--- config.mk ---
export PLATFORM = sky130hd
export DESIGN_NAME = axi_lite_led_ctrl
export DESIGN_NICKNAME = d
export VERILOG_FILES = /design/src/rtl/axi_lite_led_ctrl.sv
export SDC_FILE = /design/constraint.sdc
export NUM_CORES = 1
export LEC_CHECK = 0
export CORE_ASPECT_RATIO = 1.5
export CORE_MARGIN = 4
export CORE_UTILIZATION = 45
export DETAILED_ROUTE_END_ITERATION = 8
export MAX_ROUTING_LAYER = met4
export PLACE_DENSITY = 0.81
export SLEW_MARGIN = 10
export SYNTH_ARGS = -nofsm -noshare
export SYNTH_HDL_FRONTEND = slang
export SYNTH_SLANG_ARGS = --single-unit
--- constraint.sdc ---
create_clock -name ACLK -period 3.87 [get_ports ACLK]
set_input_delay 0.774 -clock ACLK [delete_from_list [all_inputs] [get_ports ACLK]]
set_output_delay 0.774 -clock ACLK [all_outputs]
set_load 0.005 [all_outputs]
--- src/rtl/axi_lite_led_ctrl.sv ---
// AXI4-Lite LED controller: direct pattern output or hardware blink with a programmable half-period.
// Define LED_CTRL_PWM_EN to add the DUTY register (0x10) and an 8-bit PWM brightness gate.
module axi_lite_led_ctrl #(
  parameter int          C_ADDR_WIDTH = 5,
  parameter int          NUM_LEDS     = 4,
  parameter logic [31:0] RESET_PERIOD = 32'd25000000
) (
  input  logic                    ACLK,
  input  logic                    ARESET,
  input  logic [C_ADDR_WIDTH-1:0] s_axi_awaddr,
  input  logic                    s_axi_awvalid,
  output logic                    s_axi_awready,
  input  logic [31:0]             s_axi_wdata,
  input  logic [3:0]              s_axi_wstrb,
  input  logic                    s_axi_wvalid,
  output logic                    s_axi_wready,
  output logic [1:0]              s_axi_bresp,
  output logic                    s_axi_bvalid,
  input  logic                    s_axi_bready,
  input  logic [C_ADDR_WIDTH-1:0] s_axi_araddr,
  input  logic                    s_axi_arvalid,
  output logic                    s_axi_arready,
  output logic [31:0]             s_axi_rdata,
  output logic [1:0]              s_axi_rresp,
  output logic                    s_axi_rvalid,
  input  logic                    s_axi_rready,
  output logic [NUM_LEDS-1:0]     led_o
);

  localparam logic [1:0] RESP_OKAY   = 2'b00;
  localparam logic [1:0] RESP_SLVERR = 2'b10;

  typedef enum logic { W_IDLE, W_RESP } w_state_t;
  typedef enum logic { R_IDLE, R_DATA } r_state_t;

  w_state_t w_state, w_state_n;
  r_state_t r_state, r_state_n;

  logic [NUM_LEDS-1:0] led_data;
  logic                mode;
  logic [31:0]         period;
  logic [31:0]         blink_cnt;
  logic                phase;
  logic                pwm_gate;

  logic [2:0]  wr_idx, rd_idx;
  logic [31:0] strb_mask;
  logic [31:0] led_merged;
  logic [31:0] period_merged;
  logic        wr_fire, rd_fire;
  logic        wr_led, wr_mode, wr_period, wr_duty, wr_err;
  logic        wr_restart;
  logic [31:0] rd_value;
  logic        rd_err;
  logic [31:0] status_word;
  logic [NUM_LEDS-1:0] led_pattern;
  logic        unused_addr_bits;

  assign wr_idx = s_axi_awaddr[4:2];
  assign rd_idx = s_axi_araddr[4:2];
  assign unused_addr_bits = ^{s_axi_awaddr, s_axi_araddr};

  function automatic logic [31:0] merge_bytes(input logic [31:0] old_v,
                                              input logic [31:0] new_v,
                                              input logic [31:0] mask);
    return (old_v & ~mask) | (new_v & mask);
  endfunction

  assign strb_mask = {{8{s_axi_wstrb[3]}}, {8{s_axi_wstrb[2]}},
                      {8{s_axi_wstrb[1]}}, {8{s_axi_wstrb[0]}}};
  assign led_merged    = merge_bytes(32'(led_data), s_axi_wdata, strb_mask);
  assign period_merged = merge_bytes(period, s_axi_wdata, strb_mask);

  // ---------------- write channel ----------------
  always_ff @(posedge ACLK) begin
    // NOTE: sequential state uses non-blocking assignments so every register samples pre-edge values.
    if (ARESET) w_state <= W_IDLE;
    else        w_state <= w_state_n;
  end

  always_comb begin
    // NOTE: every output gets a default first, so no path leaves a latch behind.
    w_state_n     = w_state;
    s_axi_awready = 1'b0;
    s_axi_wready  = 1'b0;
    s_axi_bvalid  = 1'b0;
    case (w_state)
      W_IDLE: begin
        if (s_axi_awvalid && s_axi_wvalid && !ARESET) begin
          s_axi_awready = 1'b1;
          s_axi_wready  = 1'b1;
          w_state_n     = W_RESP;
        end
      end
      W_RESP: begin
        s_axi_bvalid = 1'b1;
        if (s_axi_bready) w_state_n = W_IDLE;
      end
      default: w_state_n = W_IDLE;
    endcase
  end

  assign wr_fire = s_axi_awready;

  always_comb begin
    wr_led    = 1'b0;
    wr_mode   = 1'b0;
    wr_period = 1'b0;
    wr_duty   = 1'b0;
    wr_err    = 1'b0;
    case (wr_idx)
      3'd0: wr_led    = 1'b1;
      3'd1: wr_mode   = 1'b1;
      3'd2: wr_period = 1'b1;
`ifdef LED_CTRL_PWM_EN
      3'd4: wr_duty   = 1'b1;
`endif
      default: wr_err = 1'b1;
    endcase
  end

  // A strobe-less write touches nothing, including the blink timebase.
  assign wr_restart = wr_fire && (wr_mode || wr_period) && (|s_axi_wstrb);

  always_ff @(posedge ACLK) begin
    if (ARESET) begin
      led_data    <= '0;
      mode        <= 1'b0;
      period      <= RESET_PERIOD;
      s_axi_bresp <= RESP_OKAY;
    end else if (wr_fire) begin
      if (wr_led)                     led_data <= led_merged[NUM_LEDS-1:0];
      if (wr_mode && s_axi_wstrb[0])  mode     <= s_axi_wdata[0];
      if (wr_period)                  period   <= period_merged;
      s_axi_bresp <= wr_err ? RESP_SLVERR : RESP_OKAY;
    end
  end

  // ---------------- blink timebase ----------------
  always_ff @(posedge ACLK) begin
    if (ARESET || wr_restart || period == 32'd0) begin
      blink_cnt <= 32'd0;
      phase     <= 1'b1;
    end else if (mode) begin
      if (blink_cnt == period - 32'd1) begin
        blink_cnt <= 32'd0;
        phase     <= ~phase;
      end else begin
        blink_cnt <= blink_cnt + 32'd1;
      end
    end
  end

`ifdef LED_CTRL_PWM_EN
  logic [7:0] duty;
  logic [7:0] pwm_cnt;

  always_ff @(posedge ACLK) begin
    if (ARESET) begin
      duty    <= 8'hFF;
      pwm_cnt <= 8'd0;
    end else begin
      pwm_cnt <= pwm_cnt + 8'd1;
      if (wr_fire && wr_duty && s_axi_wstrb[0]) duty <= s_axi_wdata[7:0];
    end
  end

  assign pwm_gate = (pwm_cnt < duty);
`else
  assign pwm_gate = 1'b1;
`endif

  // ---------------- LED output ----------------
  assign led_pattern = ((mode && !phase) ? '0 : led_data) & {NUM_LEDS{pwm_gate}};

  always_ff @(posedge ACLK) begin
    if (ARESET) led_o <= '0;
    else        led_o <= led_pattern;
  end

  // ---------------- read channel ----------------
  always_ff @(posedge ACLK) begin
    if (ARESET) r_state <= R_IDLE;
    else        r_state <= r_state_n;
  end

  always_comb begin
    r_state_n     = r_state;
    s_axi_arready = 1'b0;
    s_axi_rvalid  = 1'b0;
    case (r_state)
      R_IDLE: begin
        s_axi_arready = !ARESET;
        if (s_axi_arvalid && !ARESET) r_state_n = R_DATA;
      end
      R_DATA: begin
        s_axi_rvalid = 1'b1;
        if (s_axi_rready) r_state_n = R_IDLE;
      end
      default: r_state_n = R_IDLE;
    endcase
  end

  assign rd_fire = s_axi_arready && s_axi_arvalid;

  always_comb begin
    status_word     = 32'(led_o);
    status_word[16] = phase;
`ifdef LED_CTRL_PWM_EN
    status_word[24] = pwm_gate;
`endif
  end

  always_comb begin
    rd_value = 32'd0;
    rd_err   = 1'b0;
    case (rd_idx)
      3'd0: rd_value = 32'(led_data);
      3'd1: rd_value = {31'd0, mode};
      3'd2: rd_value = period;
      3'd3: rd_value = status_word;
`ifdef LED_CTRL_PWM_EN
      3'd4: rd_value = {24'd0, duty};
`endif
      default: rd_err = 1'b1;
    endcase
  end

  always_ff @(posedge ACLK) begin
    if (ARESET) begin
      s_axi_rdata <= 32'd0;
      s_axi_rresp <= RESP_OKAY;
    end else if (rd_fire) begin
      s_axi_rdata <= rd_value;
      s_axi_rresp <= rd_err ? RESP_SLVERR : RESP_OKAY;
    end
  end

endmodule

==> flow_summary_export.csv, run 1 <==
group,metric,value,unit
clocking,cts_root_buf,"clkbuf_16",
clocking,cts_resized,0,
yosys,synth-compound-area-share,11.6,%
sta,tns,0,ns
clocking,clk_pin_slew,0.07,ns
sta,setup_violations,0,
job,maxCapViolCount,0,
yosys,synth_area,5470,sq um
yosys,yosys.area.top_type_share,40.3,%
yosys,ys_ff_latch,110,
clocking,cts_tree,"yes",
setup_path,r2r-end,"phase",
clocking,cts.path.max_buffers,2,
sta,tightestPinTransition,0.805,ns
clocking,cts_made_buffers,9,
clocking,clock-sinks,110,
floorplanning,die_h,143,um
power,power.density,334,nW/um^2
worst_hold_path,worstHoldStart,"s_axi_rresp[1]",
place,hpwl,10.9,mm
setup_path,start_kind,"register",
setup_path,critPathKind,"register to register",
yosys,synthMuxAreaShare,7.69,%
route,drcViolationCount,0,
cells_and_area,syn_to_final_growth,24.0,%
yosys,synth-edff-count,0,
yosys,async_reset_ff_share,0,%
yosys,synth_common_cells,"dfxtp_1, nor2_1, xor2_1",
clocking,htreeDepth,3,
cells_and_area,diodes,0,
floorplanning,start_util,45.7,%
yosys,avgSynthCellArea,8.86,sq um
global_routing,grt_use_total,20.3,%
setup_path,cp_cell_sequence,"inv_1 -> ha_1 -> or4b_1 -> or4_4 -> nor4b_2 -> o22ai_1 -> a2111oi_2 -> nand3_2 -> nor2_1 -> mux2_2",
run_status,status,"complete, no violations",
yosys,synth_seq_area_share,40.3,%
sta,slew_viol_final,0,
setup_path,reg2regPathDepth,10,
route,viasPerCell,5.55,
sta,clock_skew,0.00657,ns
setup_path,required,4.10,ns
setup_path,slowest_delay,0.54,ns
setup_path,crit_fanout,9,
global_routing,antenna_found_initial,0,
setup_path,r2r_slack,0.49,ns
setup_path,cp_slowest_cell,"or4_4",
place,placed_area,6450,sq um
power,p_leak,2.60,nW
setup_path,arrival,3.61,ns
cells_and_area,fin_nets,747,
power,vdd_ir_drop_max,0.000202,V
clocking,worst_skew_pair.late_latency,0.34,ns
yosys,post_synth_fa_ha_maj_area_fraction,0.458,%
floorplanning,core_area,12000,sq um
sta,hold_violations,0,
route,via_count,4716,
cells_and_area,final_area,6780,sq um
cells_and_area,drive_above_1_share,7.17,%
worst_hold_path,hold_path_class,"register to register",
sta,rsz0062_at_grt,"false",
place,numPortBuffers,91,
global_routing,overflow,0,
global_routing,grt_max_degree,73,
global_routing,grt_pass1_vias,4547,
yosys,synth-xor-area-share,11.4,%
sta,fmax,296,MHz
floorplanning,die_w,98,um
route,wirelength,13.9,mm
clocking,cts_hold_buf,0,
route,ant_nets,0,
worst_hold_path,hold_depth,2,
yosys,synth_cells,617,
yosys,synth_top_area_cell,"dfxtp_1",
sta,maxSlewHeadroom,45.9,%
yosys,ys_warn_count,0,
yosys,yosys-top-cells-area,"dfxtp_1, nor2_1, xor2_1, mux2i_1, xnor2_1",
worst_hold_path,min_to,"s_axi_rresp[1]",
route,dr.pass1.iters,5,
place,gp_congestion,0.894,
yosys,synth_cell_types,61,
sta,min_period,3.38,ns
setup_path,crit_family,"simple AND/OR/NAND/NOR gates",
yosys,synth_most_common_cell,"dfxtp_1",
floorplanning,die-area,14000,sq um
floorplanning,top_level_ports,98,
setup_path,crit_buf_inv,1,
route,wl_per_cell,16.4,um
floorplanning,rows,49,
yosys,synth_top_family_by_area,"simple AND/OR/NAND/NOR gates",
global_routing,grt_pass1_wl,22.5,mm
yosys,yosys.area_share.simple,24.5,%
setup_path,crit_cells,10,
clocking,postCtsSetupRepairBufs,0,
sta,post-route-period-util,87.4,%
route,drtIter0Drc,232,
setup_path,worstSetupEndpointType,"register",
yosys,ys.flop_type,"dfxtp_1",
-- per-layer routing --
layer / GRT usage [%] / share of wire, % / up-vias
li1: - / - / 2325
met1: 23.9 / 42 / 2240
met2: 35.5 / 52 / 135
met3: 3.42 / 4.5 / 16
met4: 6.13 / 1.8 / 0
met5: - / 0 / -
-- placed cells by master, fill, tap and decap left out, types with 8 or more instances in the layout --
cell	synthesis	layout
clkdlybuf4s50_1	0	90
nand4_1	11	11
a21oi_1	9	9
inv_1	10	10
nor2_2	10	10
dfxtp_1	110	110
nor2_1	107	107
nand2_1	36	36
xor2_1	42	42
and3_1	15	15
o21ai_0	9	9
a211o_1	12	12
nor3_1	19	18
nand3_1	19	19
nand2b_1	8	8
nor4_1	9	9
a22oi_1	31	31
xnor2_1	29	29
mux2i_1	33	33
clkbuf_16	0	9
-- worst max path at each step --
stage | to | slack [ns]
floorplan | phase | 0.79
global route | blink_cnt[19] | 0.32
CTS | phase | 0.48
global placement | phase | 0.52
finish | phase | 0.49
detailed placement | phase | 0.49
-- cell families after synthesis --
logic type      count (synthesis)
simple gates                  267
compound gates                 82
fa+ha+maj                       2
buf+inv                        44
xor+xnor                       71
flops                         110
other cells                     1
mux                            40
-- through the flow --
stage | utilization, % | total power [mW] | std cells | setup slack [ns] | hold slack [ns]
2_1_floorplan | - | 1.23 | 618 | 0.793 | 0.447
3_3_place_gp | 54.0 | 1.30 | 834 | 0.517 | 0.445
3_5_place_dp | 54.0 | 1.31 | 834 | 0.493 | 0.453
4_1_cts | 56.7 | 2.28 | 850 | 0.477 | 0.462
5_1_grt | 56.7 | 2.34 | 850 | 0.323 | 0.500
6_report | 56.7 | 2.26 | 850 | 0.487 | 0.462
-- power breakdown --
part           switching, mW  internal, mW  leakage [nW]  total, mW
Sequential           0.00683          1.14         0.887       1.14
Combinational         0.0640        0.0722          1.56      0.136
Clock                  0.411         0.572         0.153      0.983
-- tightest hold or removal path, stage by stage, from the launching register on --
cell     delay (ns)
dfxtp_1        0.31
nand2_1        0.05
a21oi_1        0.05
-- final cells by class --
type / instances / area [sq um]
Timing Repair Buffer: 97 / 963
Clock buffer: 10 / 229
Multi-Input combinational cell: 464 / 3060
Fill cell: 1079 / 5180
Inverter: 10 / 37.5
Sequential cell: 110 / 2200
Tap cell: 153 / 191
Clock inverter: 6 / 93.8
No activity file was read; power rests on OpenSTA's default activity.
==> inputs of run 2 (changes only) <==
--- a/config.mk
+++ b/config.mk
@@ -11,6 +11,7 @@
 export DETAILED_ROUTE_END_ITERATION = 8
 export MAX_ROUTING_LAYER = met4
 export PLACE_DENSITY = 0.81
+export SETUP_SLACK_MARGIN = 0.2
 export SLEW_MARGIN = 10
 export SYNTH_ARGS = -nofsm -noshare
 export SYNTH_HDL_FRONTEND = slang
==> results of run 2 <==
The final DEF is identical to that of run 1; final timing and power are the same.
